File: config.mk
export PLATFORM = sky130hd
export DESIGN_NAME = hex_keypad_emulator_flat
export DESIGN_NICKNAME = d
export VERILOG_FILES = /design/src/rtl/hex_keypad_emulator_if.sv /design/src/rtl/hex_keypad_emulator.sv /design/src/flat_wrapper.sv
export SDC_FILE = /design/constraint.sdc
export NUM_CORES = 1
export LEC_CHECK = 0
export ABC_AREA = 1
export CORE_MARGIN = 4
export CORE_UTILIZATION = 62
export CTS_BUF_LIST = sky130_fd_sc_hd__clkbuf_4
export CTS_CLUSTER_DIAMETER = 60
export DETAILED_ROUTE_END_ITERATION = 10
export HOLD_SLACK_MARGIN = 0.06
export PLACE_DENSITY = 0.95
export REMOVE_ABC_BUFFERS = 1
export SYNTH_ARGS = -nofsm -noshare
export SYNTH_HDL_FRONTEND = slang
export SYNTH_SLANG_ARGS = --single-unit
File: constraint.sdc
create_clock -name clock -period 3.9 [get_ports clock]
set_input_delay 0.39 -clock clock [delete_from_list [all_inputs] [get_ports clock]]
set_output_delay 0.39 -clock clock [all_outputs]
set_load 0.01 [all_outputs]
File: src/rtl/hex_keypad_emulator_if.sv
// Keypad scan lines plus press-command handshake between a scanner/driver and the keypad emulator.
// master = scanner/driver side, slave = emulator side.
interface hex_keypad_emulator_if;
  logic [3:0]  Col;
  logic [3:0]  key_code;
  logic [15:0] hold_len;
  logic        bounce_en;
  logic        press_req;
  logic        abort;
  logic        ready;
  logic        done;
  logic        key_active;
  logic [3:0]  Row;

  modport master (output Col, key_code, hold_len, bounce_en, press_req, abort,
                  input  ready, done, key_active, Row);
  modport slave  (input  Col, key_code, hold_len, bounce_en, press_req, abort,
                  output ready, done, key_active, Row);
endinterface

File: src/rtl/hex_keypad_emulator.sv
// 4x4 keypad switch-matrix responder: pulls the commanded key's row low while its column is driven.
// Latency: Row is combinational in Col; contact state follows acceptance by one clock edge.
// Backpressure: ready only in IDLE; press_req while busy is dropped, abort jumps to the release gap.
module hex_keypad_emulator #(
  parameter int unsigned HOLD_CYCLES   = 1000,
  parameter int unsigned BOUNCE_CYCLES = 64,
  parameter int unsigned GAP_CYCLES    = 100,
  parameter logic [15:0] LFSR_SEED     = 16'hACE1
) (
  input logic                  clock,
  input logic                  reset,
  hex_keypad_emulator_if.slave kp
);
  typedef enum logic [2:0] {IDLE, P_BOUNCE, HOLD, R_BOUNCE, GAP, DONE} state_t;

  localparam logic [15:0] BOUNCE_LEN = 16'(BOUNCE_CYCLES);
  localparam logic [15:0] GAP_LEN    = 16'(GAP_CYCLES);
  localparam logic [15:0] HOLD_DEF   = 16'(HOLD_CYCLES);
  localparam logic [15:0] LFSR_MASK  = 16'hB400;
  localparam logic        BOUNCE_ON  = (BOUNCE_CYCLES != 0);
  localparam logic        GAP_ON     = (GAP_CYCLES != 0);

  state_t      state, state_nxt;
  logic [15:0] cnt, cnt_nxt;
  logic [15:0] lfsr, lfsr_nxt;
  logic [15:0] hold_l, hold_sel;
  logic        bounce_l;
  logic [1:0]  k_col, k_row;
  logic [1:0]  map_col, map_row;
  logic        key_active, key_active_nxt;
  logic        accept;
  logic [3:0]  row_drv;

  assign accept   = (state == IDLE) && kp.press_req && !kp.abort;
  assign hold_sel = (kp.hold_len == 16'd0) ? HOLD_DEF : kp.hold_len;
  assign lfsr_nxt = {1'b0, lfsr[15:1]} ^ (lfsr[0] ? LFSR_MASK : 16'h0000);

  // Scanner ordering: {col, row} for each key code.
  always_comb begin
    {map_col, map_row} = 4'b0000;
    case (kp.key_code)
      4'h1: {map_col, map_row} = {2'd0, 2'd0};
      4'h2: {map_col, map_row} = {2'd0, 2'd1};
      4'h3: {map_col, map_row} = {2'd0, 2'd2};
      4'hA: {map_col, map_row} = {2'd0, 2'd3};
      4'h4: {map_col, map_row} = {2'd1, 2'd0};
      4'h5: {map_col, map_row} = {2'd1, 2'd1};
      4'h6: {map_col, map_row} = {2'd1, 2'd2};
      4'hB: {map_col, map_row} = {2'd1, 2'd3};
      4'h7: {map_col, map_row} = {2'd2, 2'd0};
      4'h8: {map_col, map_row} = {2'd2, 2'd1};
      4'h9: {map_col, map_row} = {2'd2, 2'd2};
      4'hC: {map_col, map_row} = {2'd2, 2'd3};
      4'hE: {map_col, map_row} = {2'd3, 2'd0};
      4'h0: {map_col, map_row} = {2'd3, 2'd1};
      4'hF: {map_col, map_row} = {2'd3, 2'd2};
      default: {map_col, map_row} = {2'd3, 2'd3};
    endcase
  end

  // Counters load on state entry; a phase ends when the count reaches 1.
  always_comb begin
    state_nxt = state;
    cnt_nxt   = cnt - 16'd1;
    case (state)
      IDLE: begin
        cnt_nxt = '0;
        if (accept) begin
          if (kp.bounce_en && BOUNCE_ON) begin
            state_nxt = P_BOUNCE;
            cnt_nxt   = BOUNCE_LEN;
          end else begin
            state_nxt = HOLD;
            cnt_nxt   = hold_sel;
          end
        end
      end
      P_BOUNCE: begin
        if (cnt <= 16'd1) begin
          state_nxt = HOLD;
          cnt_nxt   = hold_l;
        end
      end
      HOLD: begin
        if (cnt <= 16'd1) begin
          if (bounce_l && BOUNCE_ON) begin
            state_nxt = R_BOUNCE;
            cnt_nxt   = BOUNCE_LEN;
          end else if (GAP_ON) begin
            state_nxt = GAP;
            cnt_nxt   = GAP_LEN;
          end else begin
            state_nxt = DONE;
            cnt_nxt   = '0;
          end
        end
      end
      R_BOUNCE, GAP: begin
        if (cnt <= 16'd1) begin
          if (state == R_BOUNCE && GAP_ON) begin
            state_nxt = GAP;
            cnt_nxt   = GAP_LEN;
          end else begin
            state_nxt = DONE;
            cnt_nxt   = '0;
          end
        end
      end
      default: begin
        state_nxt = IDLE;
        cnt_nxt   = '0;
      end
    endcase
    if (kp.abort && state != IDLE && state != DONE) begin
      state_nxt = GAP_ON ? GAP : DONE;
      cnt_nxt   = GAP_ON ? GAP_LEN : 16'd0;
    end
  end

  // Contact state is registered against the LFSR value it will sit beside.
  always_comb begin
    key_active_nxt = 1'b0;
    case (state_nxt)
      P_BOUNCE, R_BOUNCE: key_active_nxt = lfsr_nxt[0];
      HOLD:               key_active_nxt = 1'b1;
      default:            key_active_nxt = 1'b0;
    endcase
  end

  always_ff @(posedge clock or negedge reset) begin
    if (!reset) begin
      state      <= IDLE;
      cnt        <= '0;
      lfsr       <= LFSR_SEED;
      key_active <= 1'b0;
      hold_l     <= '0;
      bounce_l   <= 1'b0;
      k_col      <= '0;
      k_row      <= '0;
    end else begin
      state      <= state_nxt;
      cnt        <= cnt_nxt;
      lfsr       <= lfsr_nxt;
      key_active <= key_active_nxt;
      if (accept) begin
        hold_l   <= hold_sel;
        bounce_l <= kp.bounce_en;
        k_col    <= map_col;
        k_row    <= map_row;
      end
    end
  end

  // Physical matrix: any Col pattern with the key's column low closes the path.
  always_comb begin
    row_drv = 4'b1111;
    if (key_active && !kp.Col[k_col]) row_drv[k_row] = 1'b0;
  end

  assign kp.Row        = row_drv;
  assign kp.key_active = key_active;
  assign kp.ready      = (state == IDLE);
  assign kp.done       = (state == DONE);
endmodule
File: src/flat_wrapper.sv
// flat-port wrapper written by rule: the top's interface ports become plain ports
module hex_keypad_emulator_flat 
#(
  parameter int unsigned HOLD_CYCLES   = 1000,
  parameter int unsigned BOUNCE_CYCLES = 64,
  parameter int unsigned GAP_CYCLES    = 100,
  parameter logic [15:0] LFSR_SEED     = 16'hACE1
)
  (clock, reset, kp_Col, kp_key_code, kp_hold_len, kp_bounce_en, kp_press_req, kp_abort, kp_ready, kp_done, kp_key_active, kp_Row);
  hex_keypad_emulator_if kp_i ();
  input logic clock;
  input logic reset;
  input wire logic [$bits(kp_i.Col)-1:0] kp_Col;
  input wire logic [$bits(kp_i.key_code)-1:0] kp_key_code;
  input wire logic [$bits(kp_i.hold_len)-1:0] kp_hold_len;
  input wire logic [$bits(kp_i.bounce_en)-1:0] kp_bounce_en;
  input wire logic [$bits(kp_i.press_req)-1:0] kp_press_req;
  input wire logic [$bits(kp_i.abort)-1:0] kp_abort;
  output wire logic [$bits(kp_i.ready)-1:0] kp_ready;
  output wire logic [$bits(kp_i.done)-1:0] kp_done;
  output wire logic [$bits(kp_i.key_active)-1:0] kp_key_active;
  output wire logic [$bits(kp_i.Row)-1:0] kp_Row;
  assign kp_i.Col = kp_Col;
  assign kp_i.key_code = kp_key_code;
  assign kp_i.hold_len = kp_hold_len;
  assign kp_i.bounce_en = kp_bounce_en;
  assign kp_i.press_req = kp_press_req;
  assign kp_i.abort = kp_abort;
  assign kp_ready = kp_i.ready;
  assign kp_done = kp_i.done;
  assign kp_key_active = kp_i.key_active;
  assign kp_Row = kp_i.Row;
  hex_keypad_emulator #(.HOLD_CYCLES(HOLD_CYCLES), .BOUNCE_CYCLES(BOUNCE_CYCLES), .GAP_CYCLES(GAP_CYCLES), .LFSR_SEED(LFSR_SEED)) u_core (.clock(clock), .reset(reset), .kp(kp_i));
endmodule
==> impl_metrics.env <==
export IMPL_cp_max_fo=2
export IMPL_dr_total_vias=2697
export IMPL_r2r_start="u_core.state[0]$_DFF_PN0_"
export IMPL_cp_data_arrival_time_ps=1980
export IMPL_worstSkewPairLatency_ps=390
export IMPL_grt_pass1_wl_um=11900
export IMPL_antenna_found_initial=0
export IMPL_drt_initial_drc_count=195
export IMPL_drive_gt1_share_pct=13.9
export IMPL_max_clock_path_buffers=2
export IMPL_cts_num_sinks=57
export IMPL_avgSynthCellArea_um2=8.03
export IMPL_totalPowerFinal_mw=2.67
export IMPL_num_nets_final=449
export IMPL_overflow=0
export IMPL_coreArea_mm2=0.00472
export IMPL_hpwlAfterDp_um=5240
export IMPL_hold_violations=0
export IMPL_clk_pin_slew_ps=90
export IMPL_max_freq_mhz=422
export IMPL_fp_dieW_um=77.7
export IMPL_drt_pass1_iter_count=5
export IMPL_drc=0
export IMPL_wl_met3_um=502
export IMPL_ys_warn_count=0
export IMPL_ir_worst_vdd_mv=0.375
export IMPL_start_util_pct=63.8
export IMPL_die_height_um=77.7
export IMPL_cp_end_kind="output port"
export IMPL_slew_limit_headroom_pct=40.0
export IMPL_fin_tns_setup_ps=0
export IMPL_power_leakage_nw=1.75
export IMPL_numCtsBuffers=9
export IMPL_grt_pass1_vias=2675
export IMPL_r2r_slack_ps=1770
export IMPL_power_density_mw_per_mm2=757
export IMPL_ant_nets=0
export IMPL_synth_area_mm2=0.00301
export IMPL_cts_tree="done"
export IMPL_syn2layout_area_growth_pct=17.3
export IMPL_grt_max_degree=44
export IMPL_max_cap_viol_count=0
export IMPL_gp_congestion=0.918
export IMPL_cts_repair_resized=0
export IMPL_numPortBuffers=35
export IMPL_path_class="primary input to output port"
export IMPL_cts_max_level=3
export IMPL_dp_slack_ps=1520
export IMPL_worst_slack_ps=1530
export IMPL_finalCritPeriodShare_pct=60.7
export IMPL_drt_total_wl_um=6980
export IMPL_post_route_min_period_ps=2370
export IMPL_rows=25
export IMPL_met1_length_um=2840
export IMPL_synth_cell_type_count=32
export IMPL_start_kind="primary input"
export IMPL_ctsHoldBuffers=0
export IMPL_status="finished, final reports clean"
export IMPL_post_cts_setup_buffer_count=0
export IMPL_syn_instance_count=375
export IMPL_viasPerCell=5.50
export IMPL_cp_required_ps=3510
export IMPL_final_core_util_pct=74.8
export IMPL_met2_length_um=3510
export IMPL_worst_r2r_endpoint="u_core.k_col[1]$_DFFE_PN0N_"
export IMPL_rsz0062_at_grt="false"
export IMPL_ios=36
export IMPL_reg2regPathDepth=7
export IMPL_wl_per_cell_um=14.2
export IMPL_drv_slew=0
export IMPL_nFillCells=313
export IMPL_grt_usage_pct=25.3
export IMPL_worst_clock_skew_ps=10.9
export IMPL_ys_seq_elements=57
export IMPL_highest_layer="met4"
export IMPL_antennaDiodeCount=0
export IMPL_dieArea_mm2=0.00604
export IMPL_finalInstanceArea_mm2=0.00353
export IMPL_seq_area_frac_synth_pct=47.7
export IMPL_setup_viol=0
export IMPL_placed_area_mm2=0.00343
export IMPL_hold_path_class="primary input to async pin"
export IMPL_cts_root_buffer="clkbuf_4"
export IMPL_worstMarginPinSlew_ps=901
==> metal layers <==
layer,GRT usage (%),vias to the layer above
li1,-,1282
met1,30.2,1270
met4,12.1,0
met5,0,-
met3,5.57,19
met2,43.2,126
==> worst max-delay path by stage <==
stage	start	to	slack, ps	cells after the start
3_3_place_gp	kp_Col[0]	kp_Row[0]	1580	7
6_report	kp_Col[0]	kp_Row[3]	1530	7
5_1_grt	u_core.k_col[0]$_DFFE_PN0N_	kp_Row[0]	1430	6
4_1_cts	kp_Col[0]	kp_Row[3]	1520	7
2_1_floorplan	u_core.state[0]$_DFF_PN0_	u_core.k_col[1]$_DFFE_PN0N_	2180	7
3_5_place_dp	kp_Col[0]	kp_Row[3]	1520	7
==> worst max-delay path, stage by stage <==
cell	delay, ps
clkdlybuf4s50_1	400
or2_2	290
o211ai_1	80
o211ai_1	130
nor2_1	130
nand2_1	70
clkdlybuf4s50_1	490
==> cell usage after synthesis <==
| master | instances | area, um2 |
|---|---|---|
| o21ai_1 | 5 | 25.0 |
| inv_2 | 7 | 26.3 |
| nand3_1 | 19 | 95.1 |
| inv_1 | 43 | 161 |
| nand4_1 | 4 | 25.0 |
| nand3b_1 | 1 | 7.51 |
| a21oi_1 | 12 | 60.1 |
| a22oi_1 | 1 | 7.51 |
| a32oi_1 | 1 | 8.76 |
| ha_1 | 2 | 25.0 |
| nor3_4 | 1 | 16.3 |
| xnor2_1 | 3 | 26.3 |
| nor2_8 | 2 | 40.0 |
| o22ai_1 | 5 | 31.3 |
| clkbuf_1 | 1 | 3.75 |
| nor3_1 | 1 | 5.00 |
| nand2_4 | 2 | 22.5 |
| buf_2 | 2 | 10.0 |
| or2_2 | 1 | 6.26 |
| nor2_2 | 7 | 43.8 |
| dfstp_2 | 8 | 210 |
| o21ai_0 | 23 | 115 |
| nor2_1 | 46 | 173 |
| xor2_1 | 8 | 70.1 |
| nand2_1 | 94 | 353 |
| dfrtp_1 | 49 | 1230 |
| nor2_4 | 6 | 67.6 |
| nand3_4 | 1 | 17.5 |
| o211ai_1 | 6 | 45.0 |
| a31oi_1 | 5 | 31.3 |
| nand2_2 | 8 | 50.1 |
| buf_4 | 1 | 7.51 |
==> report_power, final <==
group	switching [mW]	internal [mW]
clock network	0.202	0.138
logic	0.902	0.489
registers	0.156	0.787
total	1.26	1.41
==> state kept, by name (all words and copies together) (netlist names) <==
register              cells
u_core.hold_l            16
u_core.cnt               16
u_core.bounce_l           1
u_core.lfsr              16
u_core.k_row              2
u_core.k_col              2
u_core.kp.key_active      1
u_core.state              3
==> logic make-up after synthesis <==
family	after synthesis	share of synthesized area, %
buffers and inverters	54	6.94
xor gates and xnor gates	11	3.20
adders and majority gates	2	0.830
AOI/OAI and AO/OA	58	10.8
and+or+nand+nor	193	30.6
DFF	57	47.7
==> layout make-up <==
| class | instances | area (um2) | share of cell area (%) |
|---|---|---|---|
| well taps | 67 | 83.8 | 2.37 |
| inverters | 50 | 188 | 5.31 |
| repair buffers | 36 | 353 | 9.99 |
| clock inverters | 5 | 22.5 | 0.637 |
| multi-input cells | 264 | 1370 | 38.7 |
| clock buffers | 11 | 82.6 | 2.34 |
| flip-flops and latches | 57 | 1440 | 40.7 |
==> metrics by stage <==
stage	hold slack, ps	cells
6_report	107	490
5_1_grt	161	490
4_1_cts	129	490
3_5_place_dp	337	474
3_3_place_gp	337	474
2_1_floorplan	94.4	371
==> cells in the final DEF (no fill, tap or decap), types with 2 or more instances in the layout <==
| cell | count |
|---|---|
| o21ai_1 | 5 |
| a21oi_1 | 12 |
| inv_2 | 7 |
| nor2_2 | 7 |
| clkinv_1 | 2 |
| nor2_4 | 6 |
| clkdlybuf4s50_1 | 34 |
| o21ai_0 | 23 |
| xnor2_1 | 3 |
| clkinv_2 | 3 |
| nand3_1 | 19 |
| nand4_1 | 4 |
| nor2_8 | 2 |
| dfstp_2 | 8 |
| o211ai_1 | 6 |
| clkbuf_4 | 11 |
| xor2_1 | 8 |
| dfrtp_1 | 49 |
| nand2_4 | 2 |
| nand2_2 | 8 |
| a31oi_1 | 5 |
| inv_1 | 43 |
| nor2_1 | 46 |
| o22ai_1 | 5 |
| ha_1 | 2 |
| nand2_1 | 94 |
Note: power is estimated with default switching activity, not from simulation.
